$ cat src/rtl/cp_command_broadcaster_pkg.sv
// Shared definitions for the CP->VP command broadcast bus.
// Word layout (CBC_BUS_WIDTH = 16):
//   [5:0]   CP_MSG_OPERATION  opcode
//   [9:6]   CP_MSG_DST        destination VP id (VPID_NONE = all ones = nobody)
//   [10]    CP_MSG_BCAST      1 = every VP takes the word
//   [15:11] reserved, always 0
package cp_command_broadcaster_pkg;

  localparam int VPID_WIDTH       = 4;
  localparam int CBC_BUS_WIDTH    = 16;
  localparam int CP_MSG_OP_LSB    = 0;
  localparam int CP_MSG_OP_W      = 6;
  localparam int CP_MSG_DST_LSB   = 6;
  localparam int CP_MSG_BCAST_BIT = 10;

  typedef logic [VPID_WIDTH-1:0]    vpid_t;
  typedef logic [CP_MSG_OP_W-1:0]   cp_op_t;
  typedef logic [CBC_BUS_WIDTH-1:0] cbc_word_t;

  // The all-ones id is reserved for the idle word, so no VP may use it.
  localparam vpid_t VPID_NONE = '1;

  localparam cp_op_t VP_COMMAND_START_MAIN_THREAD = 6'h01;
  localparam cp_op_t VP_COMMAND_STOP_MAIN_THREAD  = 6'h02;

  typedef enum logic [1:0] {
    CPB_STATE_IDLE      = 2'd0,
    CPB_STATE_WAIT_BUSY = 2'd1,
    CPB_STATE_GAP       = 2'd2,
    CPB_STATE_FINISH    = 2'd3
  } cpb_state_e;

  // Idle word: everything zero except DST = VPID_NONE, so no VP enqueues it.
  localparam cbc_word_t CP_IDLE_WORD = cbc_word_t'(
    {{(CBC_BUS_WIDTH-CP_MSG_DST_LSB-VPID_WIDTH){1'b0}}, VPID_NONE, {CP_MSG_DST_LSB{1'b0}}});

  function automatic cbc_word_t cp_msg_word(input logic bcast, input vpid_t dst, input cp_op_t op);
    cbc_word_t w;
    w = '0;
    w[CP_MSG_BCAST_BIT]                = bcast;
    w[CP_MSG_DST_LSB +: VPID_WIDTH]    = dst;
    w[CP_MSG_OP_LSB +: CP_MSG_OP_W]    = op;
    return w;
  endfunction

endpackage

$ cat src/rtl/cp_command_broadcaster_upcounter.sv
// Free-running up-counter with synchronous load of an initial value on reset.
// Ports: Clock, Reset (sync, active low), Enable (count this edge),
//        Initial (reset value), Q (count, wraps modulo 2^WIDTH).
module cp_command_broadcaster_upcounter #(
  parameter int WIDTH = 16
) (
  input  logic             Clock,
  input  logic             Reset,
  input  logic             Enable,
  input  logic [WIDTH-1:0] Initial,
  output logic [WIDTH-1:0] Q
);

  logic [WIDTH-1:0] count_q;

  always_ff @(posedge Clock) begin
    if (!Reset)      count_q <= Initial;
    else if (Enable) count_q <= count_q + 1'b1;
  end

  assign Q = count_q;

endmodule

$ cat src/rtl/cp_command_broadcaster.sv
// CP-side transmitter for the CP->VP command broadcast bus.
// Accepts one request at a time and drives either a single broadcast word or a
// run of unicast words to consecutive VPs, each held on the bus for exactly one
// cycle and followed by GAP_CYCLES idle bus cycles.
// Ports:
//   Clock, Reset (sync, active low)
//   iRequestValid / oRequestReady      request handshake (ready only in IDLE)
//   iRequestBroadcast, iRequestOperation, iRequestFirstVP, iRequestCount
//   iVpBusy       OR of all VP input-FIFO full flags, sampled in WAIT_BUSY
//   oCpCommand    registered bus word
//   oDone         one-cycle completion pulse
//   oRangeError   with oDone: the run hit VPID_NONE and was cut short
//   oIssuedCount  words issued since reset, wraps at 2^16
module cp_command_broadcaster
  import cp_command_broadcaster_pkg::*;
#(
  parameter int GAP_CYCLES = 4
) (
  input  logic                  Clock,
  input  logic                  Reset,
  input  logic                  iRequestValid,
  output logic                  oRequestReady,
  input  logic                  iRequestBroadcast,
  input  logic [CP_MSG_OP_W-1:0] iRequestOperation,
  input  logic [VPID_WIDTH-1:0] iRequestFirstVP,
  input  logic [VPID_WIDTH:0]   iRequestCount,
  input  logic                  iVpBusy,
  output logic [CBC_BUS_WIDTH-1:0] oCpCommand,
  output logic                  oDone,
  output logic                  oRangeError,
  output logic [15:0]           oIssuedCount
);

  localparam logic [3:0] GAP_INIT = 4'(GAP_CYCLES);

  cpb_state_e          state_q, state_d;
  cp_op_t              op_q, op_d;
  vpid_t               dst_q, dst_d;
  logic [VPID_WIDTH:0] cnt_q, cnt_d;
  logic                bcast_q, bcast_d;
  logic                trunc_q, trunc_d;
  logic [3:0]          gap_q, gap_d;
  cbc_word_t           cmd_q, cmd_d;
  logic                issue;

  always_comb begin
    state_d       = state_q;
    op_d          = op_q;
    dst_d         = dst_q;
    cnt_d         = cnt_q;
    bcast_d       = bcast_q;
    trunc_d       = trunc_q;
    gap_d         = gap_q;
    cmd_d         = cmd_q;
    issue         = 1'b0;
    oRequestReady = 1'b0;
    oDone         = 1'b0;
    oRangeError   = 1'b0;
    case (state_q)
      CPB_STATE_IDLE: begin
        oRequestReady = 1'b1;
        if (iRequestValid) begin
          op_d    = iRequestOperation;
          bcast_d = iRequestBroadcast;
          // Broadcast ignores destination/count: one word, DST field zero.
          dst_d   = iRequestBroadcast ? '0 : iRequestFirstVP;
          cnt_d   = iRequestBroadcast ? (VPID_WIDTH+1)'(1) : iRequestCount;
          state_d = (iRequestBroadcast || iRequestCount != '0) ? CPB_STATE_WAIT_BUSY
                                                               : CPB_STATE_FINISH;
        end
      end
      CPB_STATE_WAIT_BUSY: begin
        if (!iVpBusy) begin
          if (!bcast_q && dst_q == VPID_NONE) begin
            trunc_d = 1'b1;
            state_d = CPB_STATE_FINISH;
          end else begin
            cmd_d   = cp_msg_word(bcast_q, dst_q, op_q);
            cnt_d   = cnt_q - 1'b1;
            gap_d   = GAP_INIT;
            issue   = 1'b1;
            state_d = CPB_STATE_GAP;
          end
        end
      end
      CPB_STATE_GAP: begin
        cmd_d = CP_IDLE_WORD;
        // Every word is followed by GAP_CYCLES idle bus cycles. Going on to
        // another word, the WAIT_BUSY cycle is itself one of those idle cycles,
        // so leave GAP one cycle earlier than when heading for FINISH.
        if (cnt_q != '0) begin
          if (gap_q <= 4'd1) begin
            dst_d   = dst_q + 1'b1;
            state_d = CPB_STATE_WAIT_BUSY;
          end else begin
            gap_d = gap_q - 1'b1;
          end
        end else begin
          if (gap_q == 4'd0) state_d = CPB_STATE_FINISH;
          else               gap_d   = gap_q - 1'b1;
        end
      end
      CPB_STATE_FINISH: begin
        oDone       = 1'b1;
        oRangeError = trunc_q;
        trunc_d     = 1'b0;
        state_d     = CPB_STATE_IDLE;
      end
      default: state_d = CPB_STATE_IDLE;
    endcase
  end

  always_ff @(posedge Clock) begin
    if (!Reset) begin
      state_q <= CPB_STATE_IDLE;
      op_q    <= '0;
      dst_q   <= '0;
      cnt_q   <= '0;
      bcast_q <= 1'b0;
      trunc_q <= 1'b0;
      gap_q   <= '0;
      cmd_q   <= CP_IDLE_WORD;
    end else begin
      state_q <= state_d;
      op_q    <= op_d;
      dst_q   <= dst_d;
      cnt_q   <= cnt_d;
      bcast_q <= bcast_d;
      trunc_q <= trunc_d;
      gap_q   <= gap_d;
      cmd_q   <= cmd_d;
    end
  end

  assign oCpCommand = cmd_q;

  cp_command_broadcaster_upcounter #(.WIDTH(16)) u_issued_cnt (
    .Clock   (Clock),
    .Reset   (Reset),
    .Enable  (issue),
    .Initial (16'd0),
    .Q       (oIssuedCount)
  );

endmodule

$ cat config.mk
export PLATFORM = sky130hd
export DESIGN_NAME = cp_command_broadcaster
export DESIGN_NICKNAME = d
export VERILOG_FILES = /design/src/rtl/cp_command_broadcaster_pkg.sv /design/src/rtl/cp_command_broadcaster_upcounter.sv /design/src/rtl/cp_command_broadcaster.sv
export SDC_FILE = /design/constraint.sdc
export NUM_CORES = 1
export LEC_CHECK = 0
export ABC_CLOCK_PERIOD_IN_PS = 7010
export BUFFER_PORTS_ARGS = -buffer_cell sky130_fd_sc_hd__buf_2
export CORE_MARGIN = 1
export CORE_UTILIZATION = 59
export DETAILED_ROUTE_END_ITERATION = 8
export GPL_ROUTABILITY_DRIVEN = 0
export PLACE_DENSITY = 0.85
export RECOVER_POWER = 50
export SLEW_MARGIN = 15
export SYNTH_ARGS = -nofsm -noshare
export SYNTH_HDL_FRONTEND = slang
export SYNTH_HIERARCHICAL = 1
export SYNTH_SLANG_ARGS = --single-unit
$ cat constraint.sdc
create_clock -name Clock -period 7.01 [get_ports Clock]
set_input_delay 1.0515 -clock Clock [delete_from_list [all_inputs] [get_ports Clock]]
set_output_delay 1.0515 -clock Clock [all_outputs]
set_load 0.05 [all_outputs]
# Word level (Yosys, flattened, before mapping)
# Index checks and enable logic that the tools add are counted.
[totals] reg_bits=55 inputBits=20 output_inout_bits=35 wordCells=82
[classes] n_addsub=4 n_lt_le_gt_ge=1 n_eq_ne=14 mux=36 n_reduce_logical=18
[op_table] cell="$mux 4" count=9
[op_table] cell="$mux 16" count=2
[op_table] cell="$pmux 16 s2" count=1
[op_table] cell="$mux 5" count=4
[op_table] cell="$add 16x1->16 const B" count=1
[op_table] cell="$pmux 4 s2" count=2
[op_table] cell="$mux 2" count=6
[op_table] cell="$ne 2x2->1 const B" count=6
[op_table] cell="$ne 3x3->1 const B" count=4
[op_table] cell="$reduce_and 4->1" count=3
[op_table] cell="$pmux 5 s2" count=1
[op_table] cell="$reduce_bool 5->1" count=2
[op_table] cell="$mux 1" count=9
[op_table] cell="$pmux 2 s4" count=1
[op_table] cell="$reduce_bool 2->1" count=4
[op_table] cell="$reduce_and 3->1" count=2
[op_table] cell="$reduce_and 5->1" count=1
[op_table] cell="$sub 5x1->5 const B" count=1
[op_table] cell="$add 4x1->4 const B" count=1
[op_table] cell="$eq 2x2->1 const B" count=2
[op_table] cell="$eq 4x4->1 const B" count=1
[op_table] cell="$le 4x1->1 const B" count=1
[op_table] cell="$logic_not 4->1" count=1
[op_table] cell="$sub 4x1->4 const B" count=1
[op_table] cell="other kinds (7)" count=7

# Longest topological paths before layout
[logic_depth] word_depth=5 ltp_mapped=9 mapped_depth_nobuf=6

# Modules after synthesis
# The synthesis kept the hierarchy.
[modules_own_cells] mod="cp_command_broadcaster" instances=1 cells_per_inst=232 area_each_um2=1845.5 seq_area_each_um2=680.7
[modules_own_cells] mod="cp_command_broadcaster_upcounter" instances=1 cells_per_inst=92 area_each_um2=939.7 seq_area_each_um2=480.5

# Worst setup path before layout
# No wires, ideal clock.
[synth_timing] path_type="input -> register" startpoint="input port iVpBusy" endpoint="register u_issued_cnt.count_q[0], in the netlist u_issued_cnt/Q[0], enable pin" setup_time_ps=375 arrival_ps=2210 t_required_ps=6635 path_slack_ps=4425 path_stages=5 path_buffers=2 path_cell_list="or3_1 > clkbuf_1 > inv_2 > buf_4 > nand2b_1"
[synth_between] elab_chain_len=2
[synth_lines] element="start, declared" line_no="cp_command_broadcaster.sv:27" text="input logic iVpBusy,"
[synth_lines] element="$mux 1" line_no="cp_command_broadcaster.sv:73" text="if (!iVpBusy) begin"
[synth_lines] element="$mux 1" line_no="cp_command_broadcaster.sv:59" text="case (state_q)"
[synth_lines] element="net issue" line_no="cp_command_broadcaster.sv:44" text="logic issue;"
[synth_lines] element="end signal, assigned" line_no="cp_command_broadcaster_upcounter.sv:17" text="if (!Reset) count_q <= Initial;"
[synth_lines] element="end signal, assigned" line_no="cp_command_broadcaster_upcounter.sv:18" text="else if (Enable) count_q <= count_q + 1'b1;"
[synth_lines] element="end, declared" line_no="cp_command_broadcaster_upcounter.sv:14" text="logic [WIDTH-1:0] count_q;"
# The timed path passes the listed nets, and every way through them passes these cells.
# A chain may end at the register's enable or synchronous reset.

==> impl_metrics.tcl <==
set metrics [dict create \
    drt-met1-wl_um 2640 \
    track_usage 0.239 \
    avgSynthCellArea_um2 8.60 \
    pin_count 55 \
    highest_layer "met4" \
    synth_edf_count 16 \
    synthCells 324 \
    first_pass_iters 7 \
    die_area_um2 5000 \
    synth.area.top_cells "dfxtp_1 (24%), edfxtp_1 (17%), a21oi_1 (5.9%)" \
    tns_ps 0 \
    path_cells "clkbuf_1 > clkinv_1 > nor4b_1 > a31o_2 > a32o_1" \
    worst-path-buf-inv 2 \
    finalHoldViolations 0 \
    syn-cell-area_um2 2790 \
    nets 402 \
    skew_ps 4.16 \
    rsz0062_at_grt "no" \
    postPlaceCellArea_um2 3040 \
    cp_top_family "buffers and inverters" \
    layout-drive-gt1-share 0.111 \
    cp.required_ps 7270 \
    synth_flop_cell "dfxtp_1" \
    grt_pass1_wl_um 9520 \
    wire_per_inst_um 13.5 \
    initial_core_util 0.627 \
    postRouteWirelength_um 5780 \
    synthMostInstantiatedCell "nand2_1" \
    p_total_uw 739 \
    met3_length_um 256 \
    period_minus_slack_ps 4210 \
    cts_setup_buffers 0 \
    cts_resized 0 \
    p_leak_uw 0.00117 \
    ys_ff_latch 50 \
    fp.dieW_um 70.7 \
    syn_to_final_growth_pct 11.4 \
    root_buffer "clkbuf_8" \
    antenna_left 0 \
    powerDensity_nw_per_um2 238 \
    violations "design-rule violations, max-capacitance violations, max-slew violations" \
    worst_setup_path_start_kind "input port" \
    async_reset_ff_frac 0 \
    hold_slack_ps 459 \
    fmax_mhz 237 \
    grt_pass1_vias 2195 \
    hold_buffers 0 \
    antenna_found_initial 0 \
    synth_top_area_cell "dfxtp_1" \
    slowest_stage "clkbuf_1" \
    synth_top_area_frac 0.244 \
    status "finished, violations left" \
    drc 10 \
    port_buffers 49 \
    diodes 0 \
    worst_ep_arrival_time_ps 4470 \
    die_h_um 70.7 \
    slew_violations 47 \
    clk_pin_slew_ps 90 \
    ys_seq_area_frac 0.417 \
    wl_met2_um 2780 \
    setup_viol 0 \
    finalCritPeriodShare 0.601 \
    clockBufferDepth 2 \
    hp-class "flop to flop" \
    max_slew_margin -0.207 \
    worstMarginPinSlew_ps 1810 \
    max-cap-violations 1 \
    core_um2 4440 \
    crit_fanout 46 \
    post-route-cell-area_um2 3100 \
    critPathKind "input port to flop" \
    fillCellCount 376 \
    grt_max_degree 47 \
    clock_sinks 50 \
    critPathMaxStageDelay_ps 1280 \
    place_hpwl_um 3980 \
    row_count 24 \
    clock_latency_ps 310 \
    ys_warn_count 6 \
    synth.distinct_cells 57 \
    cts_buffers 5 \
    ir_drop_mv 0.151 \
    dr.first_iter.drc_count 167 \
    cts_tree "yes" \
    end_kind "flop" \
    htree_levels 2 \
    via_per_inst 5.76 \
    grt_overflow 0 \
    vias 2469 \
    ys_top_cells_by_count "nand2_1 (38), dfxtp_1 (34), a21oi_1 (33)" \
]
[worst min-delay path, delay by kind of cell, from the launching register on]
kind,cells,cell delay [ps]
simple gates,1,50
flops,1,320
compound gates,1,50
[final timing paths]
kind              startpoint                 to  slack (ps)  cells past startpoint
hold reg to reg      op_q[1]            op_q[1]         460                      2
hold / removal       op_q[1]            op_q[1]         460                      2
setup reg to reg  state_q[0]  u_issued_cnt/Q[6]        4090                      4
setup / recovery       Reset           dst_q[2]        2800                      5
[final cells by class]
type	count	area (um2)	share of cell area
repair buffers	49	210	0.0678
inverters	12	45.0	0.0145
flip-flops and latches	50	1160	0.374
multi-input cells	258	1530	0.492
well taps	52	65.1	0.0210
clock buffers	6	82.6	0.0266
clock inverters	2	12.5	0.00403
[state kept, by name, summed over array words and instances (netlist names)]
register,flops
bcast_q,1
cnt_q,5
dst_q,4
gap_q,4
oCpCommand,11
op_q,6
state_q,2
trunc_q,1
u_issued_cnt/Q,16
[cell usage in the layout (no fill, tap or decap), types with 6 or more instances in the layout]
master / instances
dfxtp_1: 34
nand2_1: 38
edfxtp_1: 16
a21oi_1: 33
nand3_1: 20
clkbuf_1: 28
conb_1: 21
nand4_1: 9
nor2_1: 28
a31oi_1: 6
clkbuf_8: 6
inv_1: 10
nor3_1: 7
xnor2_1: 9
o21ai_0: 8
buf_2: 21
ha_1: 6
[metrics by stage]
step	util	setup slack [ps]	cells
floorplan	-	4430	344
global placement	0.684	3730	421
detailed placement	0.684	3690	421
CTS	0.706	3990	429
global route	0.698	2440	429
finish	0.698	2800	429
[metal layers]
| metal | track usage | up-vias |
|---|---|---|
| met5 | 0 | - |
| met4 | 0.107 | 0 |
| met1 | 0.288 | 1132 |
| met3 | 0.0299 | 7 |
| met2 | 0.426 | 70 |
| li1 | - | 1260 |
[power by group]
part           internal [uW]  switching, uW
logic                   66.2            137
registers                327           33.5
clock network           79.4           96.2
[logic make-up after synthesis]
group	count (synthesis)	synth area share
compound gates	74	0.174
xor+xnor	14	0.0440
fa+ha+maj	6	0.0270
buf+inv	36	0.0624
flops	50	0.417
mux	4	0.0148
other cells	1	0.00135
simple gates	139	0.259
(Power assumes the default switching activity.)
